### src/rtl/regfile_pkg.sv
// Shared constants and types for the register file read path.
// The write port and the flip-flop storage array use the same constants,
// so every block agrees on register width, count and address width.
package regfile_pkg;

    localparam int unsigned DATA_W    = 32;
    localparam int unsigned ADDR_W    = 5;
    localparam int unsigned NUM_REGS  = 1 << ADDR_W;
    // The response buffer is built as a two-entry ring with 1-bit pointers.
    localparam int unsigned BUF_DEPTH = 2;

    // One buffered read response: both operands captured together.
    typedef struct packed {
        logic [DATA_W-1:0] data_a;
        logic [DATA_W-1:0] data_b;
    } rsp_entry_t;

endpackage

### src/rtl/rf_operand_sel.sv
// Operand selector for one read port of the register file.
// Ports:
//   reg_bus_i  flattened register contents, reg i at [i*DATA_W +: DATA_W]
//   addr_i     register index to read
//   wr_en_i    write port committing this cycle
//   wr_addr_i  write target index
//   wr_data_i  write data
//   operand_o  selected operand
// Register 0 always reads as zero; a same-cycle write to the requested
// register is forwarded ahead of the flip-flop contents.
module rf_operand_sel
    import regfile_pkg::*;
(
    input  logic [NUM_REGS*DATA_W-1:0] reg_bus_i,
    input  logic [ADDR_W-1:0]          addr_i,
    input  logic                       wr_en_i,
    input  logic [ADDR_W-1:0]          wr_addr_i,
    input  logic [DATA_W-1:0]          wr_data_i,
    output logic [DATA_W-1:0]          operand_o
);

    always_comb begin
        operand_o = '0;
        if (addr_i == '0) begin
            // Zero register wins even over a write targeting it.
            operand_o = '0;
        end else if (wr_en_i && (wr_addr_i == addr_i)) begin
            operand_o = wr_data_i;
        end else begin
            operand_o = reg_bus_i[32'(addr_i) * DATA_W +: DATA_W];
        end
    end

endmodule

### src/rtl/regfile_read_ctrl.sv
// Read-side controller for the 32x32 register file.
// Accepts dual-operand read requests over valid/ready, selects both operands
// (with write bypass), and holds results in a 2-entry response buffer.
// Ports:
//   clk, clr                 clock and synchronous active-high reset
//   reg_bus                  flattened register contents
//   req_valid/req_ready      request handshake
//   req_addr_a/req_addr_b    operand indices
//   wr_en/wr_addr/wr_data    write port activity, used for bypass
//   rsp_valid/rsp_ready      response handshake
//   rsp_data_a/rsp_data_b    head entry operands
//   rsp_count                occupied buffer entries (0..2)
module regfile_read_ctrl
    import regfile_pkg::*;
(
    input  logic                       clk,
    input  logic                       clr,
    input  logic [NUM_REGS*DATA_W-1:0] reg_bus,
    input  logic                       req_valid,
    output logic                       req_ready,
    input  logic [ADDR_W-1:0]          req_addr_a,
    input  logic [ADDR_W-1:0]          req_addr_b,
    input  logic                       wr_en,
    input  logic [ADDR_W-1:0]          wr_addr,
    input  logic [DATA_W-1:0]          wr_data,
    output logic                       rsp_valid,
    input  logic                       rsp_ready,
    output logic [DATA_W-1:0]          rsp_data_a,
    output logic [DATA_W-1:0]          rsp_data_b,
    output logic [1:0]                 rsp_count
);

    rsp_entry_t        entry_q [BUF_DEPTH];
    rsp_entry_t        entry_d [BUF_DEPTH];
    logic              wr_ptr_q, wr_ptr_d;
    logic              rd_ptr_q, rd_ptr_d;
    logic [1:0]        count_q, count_d;
    logic [DATA_W-1:0] sel_a, sel_b;
    logic              push, pop;
    rsp_entry_t        head;

    rf_operand_sel u_sel_a (
        .reg_bus_i (reg_bus),
        .addr_i    (req_addr_a),
        .wr_en_i   (wr_en),
        .wr_addr_i (wr_addr),
        .wr_data_i (wr_data),
        .operand_o (sel_a)
    );

    rf_operand_sel u_sel_b (
        .reg_bus_i (reg_bus),
        .addr_i    (req_addr_b),
        .wr_en_i   (wr_en),
        .wr_addr_i (wr_addr),
        .wr_data_i (wr_data),
        .operand_o (sel_b)
    );

    // Ready depends only on registered occupancy, never on rsp_ready.
    assign req_ready = (count_q != 2'd2) && !clr;
    assign rsp_valid = (count_q != 2'd0);
    assign push      = req_valid && req_ready;
    assign pop       = rsp_valid && rsp_ready;

    always_comb begin
        entry_d  = entry_q;
        wr_ptr_d = wr_ptr_q;
        rd_ptr_d = rd_ptr_q;
        count_d  = count_q;

        if (push) begin
            entry_d[wr_ptr_q] = '{data_a: sel_a, data_b: sel_b};
            wr_ptr_d          = ~wr_ptr_q;
        end
        if (pop) begin
            rd_ptr_d = ~rd_ptr_q;
        end

        case ({push, pop})
            2'b10:   count_d = count_q + 2'd1;
            2'b01:   count_d = count_q - 2'd1;
            default: count_d = count_q;
        endcase
    end

    always_ff @(posedge clk) begin
        if (clr) begin
            entry_q  <= '{default: '0};
            wr_ptr_q <= 1'b0;
            rd_ptr_q <= 1'b0;
            count_q  <= 2'd0;
        end else begin
            entry_q  <= entry_d;
            wr_ptr_q <= wr_ptr_d;
            rd_ptr_q <= rd_ptr_d;
            count_q  <= count_d;
        end
    end

    // When empty, the slot just behind the read pointer is the last popped
    // entry, so the outputs keep showing it instead of stale older data.
    always_comb begin
        head = (count_q == 2'd0) ? entry_q[~rd_ptr_q] : entry_q[rd_ptr_q];
    end

    assign rsp_data_a = head.data_a;
    assign rsp_data_b = head.data_b;
    assign rsp_count  = count_q;

endmodule

### config.mk
export PLATFORM = sky130hd
export DESIGN_NAME = regfile_read_ctrl
export DESIGN_NICKNAME = d
export VERILOG_FILES = /design/src/rtl/regfile_pkg.sv /design/src/rtl/rf_operand_sel.sv /design/src/rtl/regfile_read_ctrl.sv
export SDC_FILE = /design/constraint.sdc
export NUM_CORES = 1
export LEC_CHECK = 0
export CAP_MARGIN = 20
export CORE_AREA = 5 5 440 442
export DETAILED_ROUTE_END_ITERATION = 10
export DIE_AREA = 0 0 445 447
export HOLD_SLACK_MARGIN = 0.08
export PLACE_DENSITY_LB_ADDON = 0.25
export REMOVE_ABC_BUFFERS = 1
export SETUP_SLACK_MARGIN = 0.05
export SLEW_MARGIN = 5
export SYNTH_ARGS = -nofsm -noshare
export SYNTH_HDL_FRONTEND = slang
export SYNTH_SLANG_ARGS = --single-unit
### constraint.sdc
create_clock -name clk -period 2.9 [get_ports clk]
set_input_delay 0.58 -clock clk [delete_from_list [all_inputs] [get_ports clk]]
set_output_delay 0.58 -clock clk [all_outputs]
set_load 0.005 [all_outputs]
==> results.md, run 1 <==
* CP required at 2.32 ns
* Hold WC Path Type: reg -> reg
* Worst R2R Setup Slack at 0.69 ns
* Core Area at 189000 sq um
* PortBufs at 1143
* Setup TNS at -0.198 ns
* Initial core utilization at 12.0%
* WP data arrival at 2.34 ns
* Fin crit period at 2.92 ns
* Root Driver: clkbuf_16
* Hold Buf Count CTS at 0
* CP endpoint kind: output pin
* Clock Tree Buf Depth at 2
* Sw Share at 38.8%
* Post-synthesis sequential area ratio at 11.6%
* Busiest grt layer: met2
* Clock Power Share at 16.7%
* Grt ovf at 0
* Placed cells at 5828
* Cell Area, Synth at 22800 sq um
* Largest net degree at the start of global routing at 57
* Max Cap Viol at 0
* Sink Count at 132
* Vias at 27600
* Full die area at 199000 sq um
* Reg power frac at 14.3%
* Ratio of cells with drive above 1 in the final layout at 32.8%
* Asr flop ratio synth at 0%
* Gr usage total at 20.4%
* Number of flops mapped to enable cells by yosys at 0
* Syn Area/Cell at 10.7 sq um
* Fmax at 0.342 GHz
* Initial DRC Count at 2328
* Routed Antenna Nets at 0
* Row count at 160
* Met2 usage at 35.0%
* Post-route DRC at 0
* Peak supply drop at 0.000509 V
* Final Cycle Share at 101%
* Failing checks: setup timing
* Die height at 447 um
* RSZ-0062 raised after global routing: true
* Clock slew at reported path FFs at 0.07 ns
* Drt pass-1 iters at 5
* Place WS at -0.377 ns
* NetSw at 5.87 mW
* Post-synth top flop: dfxtp_1
* Ys Warns at 0
* CP Launch Type: register
* Status: finished, violations left
* Lkg Pwr at 14.2 nW
* Area grow syn2layout at 78.9%
* Number of H-tree levels at 4
* GR Layer Usage met1 at 25.6%
* Synth Register Bits at 132
* Worst skew pair latency at 0.52 ns
* Drt total wl at 213 mm
* Nets at 4447
* DR vias/cell at 4.66
* PwrDens at 372 nW/um^2
* Initial antenna violation count at 104
* Die width at 445 um
* CP max FO at 8
* Setup ws final at -0.0246 ns
* Critical path type: reg -> out
* Synthesized instance count at 2130
* GP Congestion at 0.920
* Synth unique cells at 56
* Dpl hpwl at 181 mm
* CTS tree: built
* Max-slew headroom at 30.0%
* Max Slew Vio Count at 0
* Clock buffer count from CTS at 17
* Internal power at 9.28 mW
* Layout Skew at 0.0117 ns
* Vias in the first global route at 28300
* Final hold violations at 0
* Comb power frac at 69.0%
* Final Instance Count excl. Fillers at 5929
* Routed wire per std cell at 36.0 um
* Slew @ Worst Pin at 1.05 ns
* Endpoints failing setup at 18
* Met3 usage at 5.15%
* IO Count at 1144
* First-pass GRT wire length at 273 mm
==> per-layer routing <==
metal / vias to the layer above / routed length [um]
met5: - / 325
met2: 1391 / 105000
met1: 14400 / 86800
li1: 11500 / -
met3: 245 / 15700
met4: 50 / 5100
==> registers in the layout, summed over array words and instances (netlist names) <==
name	count
entry_q	128
wr_ptr_q	1
rd_ptr_q	1
rsp_count	2
==> worst paths after layout <==
check | cells past startpoint | from | end
max | 8 | rsp_count[1]$_SDFFE_PP0P_ | rsp_data_b[0]
min | 1 | entry_q[99]$_SDFFE_PP0P_ | entry_q[99]$_SDFFE_PP0P_
max reg2reg | 7 | rsp_count[1]$_SDFFE_PP0P_ | entry_q[47]$_SDFFE_PP0P_
min reg2reg | 1 | entry_q[99]$_SDFFE_PP0P_ | entry_q[99]$_SDFFE_PP0P_
==> cells by family (layout without fill, tap and decap cells) <==
family,Yosys count,in the layout,synth area share [%]
mux,818,818,56.4
compound gates,615,615,18.9
simple gates,294,294,6.48
buf+inv,256,1509,6.05
flops,132,132,11.6
xor+xnor,14,14,0.538
fa+ha+maj,1,1,0.0549
other cells,0,35,0
==> layout by cell type (no fill, tap or decap), types with 6 or more instances in the layout <==
cell	instances
clkbuf_16	17
nor2b_1	67
buf_4	231
o21ai_1	6
a221o_1	14
dfxtp_1	131
nand3_1	23
a211oi_1	115
a221oi_1	8
buf_8	9
nand2b_1	6
a311oi_1	11
a22o_1	17
a32oi_1	9
o211ai_1	15
clkdlybuf4s50_1	1069
nor4_1	9
nand2_1	26
clkdlybuf4s15_2	8
xnor2_1	8
diode_2	35
and2_1	11
mux2_4	44
o22ai_1	129
nor2_1	95
o21ai_0	111
nor3_1	11
buf_6	62
mux2_2	244
a32o_1	32
a22oi_1	96
mux4_2	337
mux2i_1	188
a2111oi_0	9
buf_12	84
a21oi_1	28
==> cells in the mapped netlist (11+ instances only) <==
cell type / count / area share [%]
a211oi_1: 115 / 3.8
a21oi_1: 28 / 0.62
a221o_1: 14 / 0.62
a22o_1: 17 / 0.65
a22oi_1: 96 / 3.2
a311oi_1: 11 / 0.42
a32o_1: 32 / 1.4
and2_1: 12 / 0.33
buf_1: 18 / 0.30
buf_2: 87 / 1.9
buf_4: 27 / 0.89
buf_6: 24 / 1.2
clkbuf_1: 93 / 1.5
dfxtp_1: 132 / 12
mux2_2: 288 / 14
mux2i_1: 188 / 8.3
mux4_2: 337 / 33
nand2_1: 31 / 0.51
nand3_1: 23 / 0.51
nor2_1: 104 / 1.7
nor2b_1: 72 / 2.0
nor3_1: 13 / 0.29
o211ai_1: 15 / 0.49
o21ai_0: 111 / 2.4
o22ai_1: 129 / 3.5
==> final cells by class <==
cell class | count | area [sq um]
fillers | 20500 | 148000
flip-flops and latches | 132 | 2640
diodes | 35 | 87.6
clock buffers | 18 | 439
inverters | 5 | 18.8
well taps | 2511 | 3140
repair buffers | 1472 | 15100
clock inverters | 14 | 188
multi-input cells | 1742 | 19100
==> critical path: stages, from the launching register on <==
cell,delay [ns]
dfxtp_2,0.32
or2_4,0.27
xor2_4,0.16
buf_12,0.14
buf_16,0.16
buf_12,0.15
buf_12,0.14
mux2_4,0.33
buf_6,0.13
==> power by group through the flow <==
| stage | sequential, mW | combinational (mW) | clock [mW] |
|---|---|---|---|
| after floorplan | 2.16 | 2.73 | 0 |
| after global placement | 2.18 | 8.46 | 0 |
| after detailed placement | 2.19 | 8.47 | 0 |
| after CTS | 2.15 | 10.4 | 2.71 |
| after global routing | 2.18 | 10.9 | 2.74 |
| final | 2.16 | 10.5 | 2.53 |
==> per-stage QoR <==
stage	hold WS (ns)	area [sq um]	utilization, %	power, mW
2_1_floorplan	0.436	21400	-	4.89
3_3_place_gp	0.444	39300	20.8	10.6
3_5_place_dp	0.449	39300	20.8	10.7
4_1_cts	0.467	40600	21.4	15.3
5_1_grt	0.491	40700	21.5	15.8
6_report	0.464	40700	21.5	15.1
==> what timing repair did <==
item                                    CTS  global route
endpoints found under the setup margin   64            62
pin swaps                                 1             1
gates resized for setup                 343            37
setup buffers                            32             4
cloned                                    2             0
Power figures use the tool's default switching activity.
==> inputs of run 2 (changes only) <==
--- a/config.mk
+++ b/config.mk
@@ -6,9 +6,9 @@
 export NUM_CORES = 1
 export LEC_CHECK = 0
 export CAP_MARGIN = 20
-export CORE_AREA = 5 5 440 442
+export CORE_AREA = 2 2 450 452
 export DETAILED_ROUTE_END_ITERATION = 10
-export DIE_AREA = 0 0 445 447
+export DIE_AREA = 0 0 452 454
 export HOLD_SLACK_MARGIN = 0.08
 export PLACE_DENSITY_LB_ADDON = 0.25
 export REMOVE_ABC_BUFFERS = 1
==> run 2 against run 1 <==
  * Utilization decreased by 0.87 points
  * First-iteration DRC count is 2.0% higher
  * Worst hold slack better by 0.0070 ns
  * Final cell count grew 3.3%
  * Via count up 0.14%
  * Worst setup slack better by 0.013 ns
  * Sequential power about the same
  * Die area is 3.2% higher
  * Cell area up 1.9%
  * Global-route usage shrank 0.099 points
  * The flow still finishes with violations (setup timing)
  * Critical path depth unchanged
  * Largest cell class unchanged
  * Register-to-register slack better by 0.11 ns
==> results.md, run 2 (synthesis results as in run 1) <==
* FF/Latch Area at 2640 sq um (unchanged)
* RSZ-0062 raised after global routing: true
* Die width at 452 um (+1.6%)
* Clock Power Share at 15.5% (-1.2 points)
* Sw Share at 40.0% (+1.2 points)
* Placed inst area at 40100 sq um (+2.1%)
* Hold Buf Count CTS at 0 (unchanged)
* Max Slew Vio Count at 0 (unchanged)
* Gr usage total at 20.3% (-0.099 points)
* Internal power at 9.10 mW (-1.9%)
* Critical path type: reg -> out
* Area taken by multi-input logic gates at 19200 sq um (+0.44%)
* HP Start: entry_q[121]$_SDFFE_PP0P_
* Hold Path Depth at 1 (unchanged)
* Register-to-Register Path Depth at 9 (+2)
* Hold WC Path Type: reg -> reg
* CP max FO at 6 (-2)
* Clock slew at reported path FFs at 0.07 ns (about the same)
* CP endpoint kind: output pin
* Setup ws final at -0.0112 ns (+0.0134 ns)
* Clock buffer count from CTS at 17 (unchanged)
* Worst skew pair latency at 0.52 ns (about the same)
* Layout Skew at 0.0131 ns (+0.00134 ns)
* Routed Antenna Nets at 0 (unchanged)
* WHS Endpoint: entry_q[121]$_SDFFE_PP0P_
* Worst R2R Setup Slack at 0.80 ns (+0.11 ns)
* Worst reg2reg startpoint: rsp_count[1]$_SDFFE_PP0P_
* Die height at 454 um (+1.6%)
* Peak supply drop at 0.000676 V (+33%)
* Max Cap Viol at 0 (unchanged)
* Commonest cells after routing, fill and taps aside: 1069 x clkdlybuf4s50_1, 337 x mux4_2, 254 x buf_4
* Failing checks: setup timing
* Setup TNS at -0.0350 ns (+0.163 ns)
* Drt pass-1 iters at 5 (unchanged)
* GP Congestion at 0.935 (+1.7%)
* Row count at 165 (+3.1%)
* WP data arrival at 2.33 ns (about the same)
* Root Driver: clkbuf_16
* Fmax at 0.344 GHz (+0.46%)
* Biggest register: entry_q
* Fin crit period at 2.91 ns (-0.0134 ns)
* Final hold violations at 0 (unchanged)
* Drt total wl at 218 mm (+2.1%)
* Comb power frac at 70.2% (+1.2 points)
* Clock Tree Buf Depth at 2 (unchanged)
* CTS tree: built
* Core Area at 201000 sq um (+6.2%)
* Initial core utilization at 11.3% (-0.70 points)
* Fillcell total at 21900 (+6.7%)
* Vias in the first global route at 28400 (+0.49%)
* Ratio of cells with drive above 1 in the final layout at 33.5% (+0.70 points)
* Largest net degree at the start of global routing at 41 (-28%)
* Fin area at 41500 sq um (+1.9%)
* First-pass GRT wire length at 278 mm (+1.8%)
* Nets at 4481 (+0.76%)
* PwrDens at 365 nW/um^2 (-1.8%)
* Grt ovf at 0 (unchanged)
* Slew @ Worst Pin at 0.769 ns (-0.280 ns)
* CP required at 2.32 ns (about the same)
* Vias at 27700 (+0.14%)
* IO Count at 1144 (unchanged)
* Initial antenna violation count at 109 (+4.8%)
* Crit Reg-Reg Endpoint: entry_q[47]$_SDFFE_PP0P_
* Dpl hpwl at 183 mm (+1.0%)
* Initial DRC Count at 2374 (+2.0%)
* Lkg Pwr at 14.5 nW (+2.1%)
* Area grow syn2layout at 82.3%
* Sink Count at 132 (unchanged)
* Max-slew headroom at 47.4% (+17 points)
* Status: finished, violations left
* PortBufs at 1143 (unchanged)
* Full die area at 205000 sq um (+3.2%)
* NetSw at 6.06 mW (+3.2%)
* Max FFs per register at 128 (unchanged)
* CP Launch Type: register
* Routed wire per std cell at 35.5 um (-1.2%)
* Reg power frac at 14.3% (about the same)
* Most common cell after layout, fill and taps aside: clkdlybuf4s50_1
* Post-route DRC at 0 (unchanged)
* Endpoints failing setup at 7 (-11)
* Number of H-tree levels at 4 (unchanged)
* DR vias/cell at 4.52 (-3.1%)
* Final Cycle Share at 100% (-0.46 points)
==> run 2: cell types whose count changed in the layout (fill, tap and decap cells not counted), moves of 3 or more <==
cell             delta
mux2_4             +19
buf_6               +3
buf_2               -3
buf_4              +23
diode_2             +3
clkdlybuf4s15_2     -8
mux2_2             -19
buf_16              +3
buf_12             +15
==> run 2: area by class of cell <==
| type | count | share of cell area, % |
|---|---|---|
| Sequential cell | 132 | 6.37 |
| Inverter | 5 | 0.0452 |
| Clock inverter | 14 | 0.338 |
| Multi-Input combinational cell | 1742 | 46.2 |
| Antenna cell | 38 | 0.229 |
| Tap cell | 2672 | 8.05 |
| Clock buffer | 18 | 1.06 |
| Timing Repair Buffer | 1506 | 37.7 |
==> run 2: what timing repair did <==
action                                  in CTS  in global routing
cloned                                       4                  2
pin swaps                                    1                  0
gates resized for setup                    360                 53
buffers inserted                            11                  3
endpoints found under the setup margin      64                 63
==> run 2: worst max-delay path by stage <==
stage,slack [ns],end,from,cells past startpoint
floorplan,-1.92,rsp_data_a[0],rsp_count[0]$_SDFFE_PP0P_,3
global placement,-0.81,entry_q[59]$_SDFFE_PP0P_,req_addr_a[3],10
detailed placement,-0.46,entry_q[20]$_SDFFE_PP0P_,req_addr_b[0],9
CTS,-0.11,rsp_data_b[8],rsp_count[0]$_SDFFE_PP0P_,8
global route,-0.11,rsp_data_b[8],rsp_count[0]$_SDFFE_PP0P_,8
finish,-0.01,rsp_data_b[8],rsp_count[0]$_SDFFE_PP0P_,8
==> run 2: power by group through the flow <==
| stage | clock network, mW | registers (mW) | logic [mW] |
|---|---|---|---|
| 2_1_floorplan | 0 | 2.16 | 2.73 |
| 6_report | 2.35 | 2.16 | 10.6 |
| 4_1_cts | 2.48 | 2.16 | 10.5 |
| 3_3_place_gp | 0 | 2.18 | 8.70 |
| 5_1_grt | 2.53 | 2.19 | 11.2 |
| 3_5_place_dp | 0 | 2.19 | 8.71 |
==> run 2: through the flow <==
stage | instances | total power [mW] | hold WS (ns) | setup WS [ns] | util (%)
detailed placement | 6038 | 10.9 | 0.450 | -0.456 | 20.0
CTS | 6085 | 15.1 | 0.474 | -0.109 | 20.5
global route | 6108 | 15.9 | 0.479 | -0.114 | 20.6
finish | 6127 | 15.2 | 0.471 | -0.0112 | 20.7
floorplan | 1879 | 4.89 | 0.436 | -1.92 | -
global placement | 6037 | 10.9 | 0.442 | -0.808 | 20.0
==> run 2: critical path, stage by stage, from the launching register on <==
cell and delay [ns]:
dfxtp_2 0.32, or2_4 0.27, xor2_4 0.20, buf_6 0.14, buf_16 0.16, buf_12 0.14
buf_8 0.11, mux2_4 0.31, buf_6 0.13
==> run 2: metal layers <==
layer	share of wire, %	up-vias	track usage, %
met5	0.087	-	0
met4	2.8	28	5.68
met3	6.8	251	4.42
met2	49	1387	35.1
met1	41	14400	25.4
li1	-	11600	-
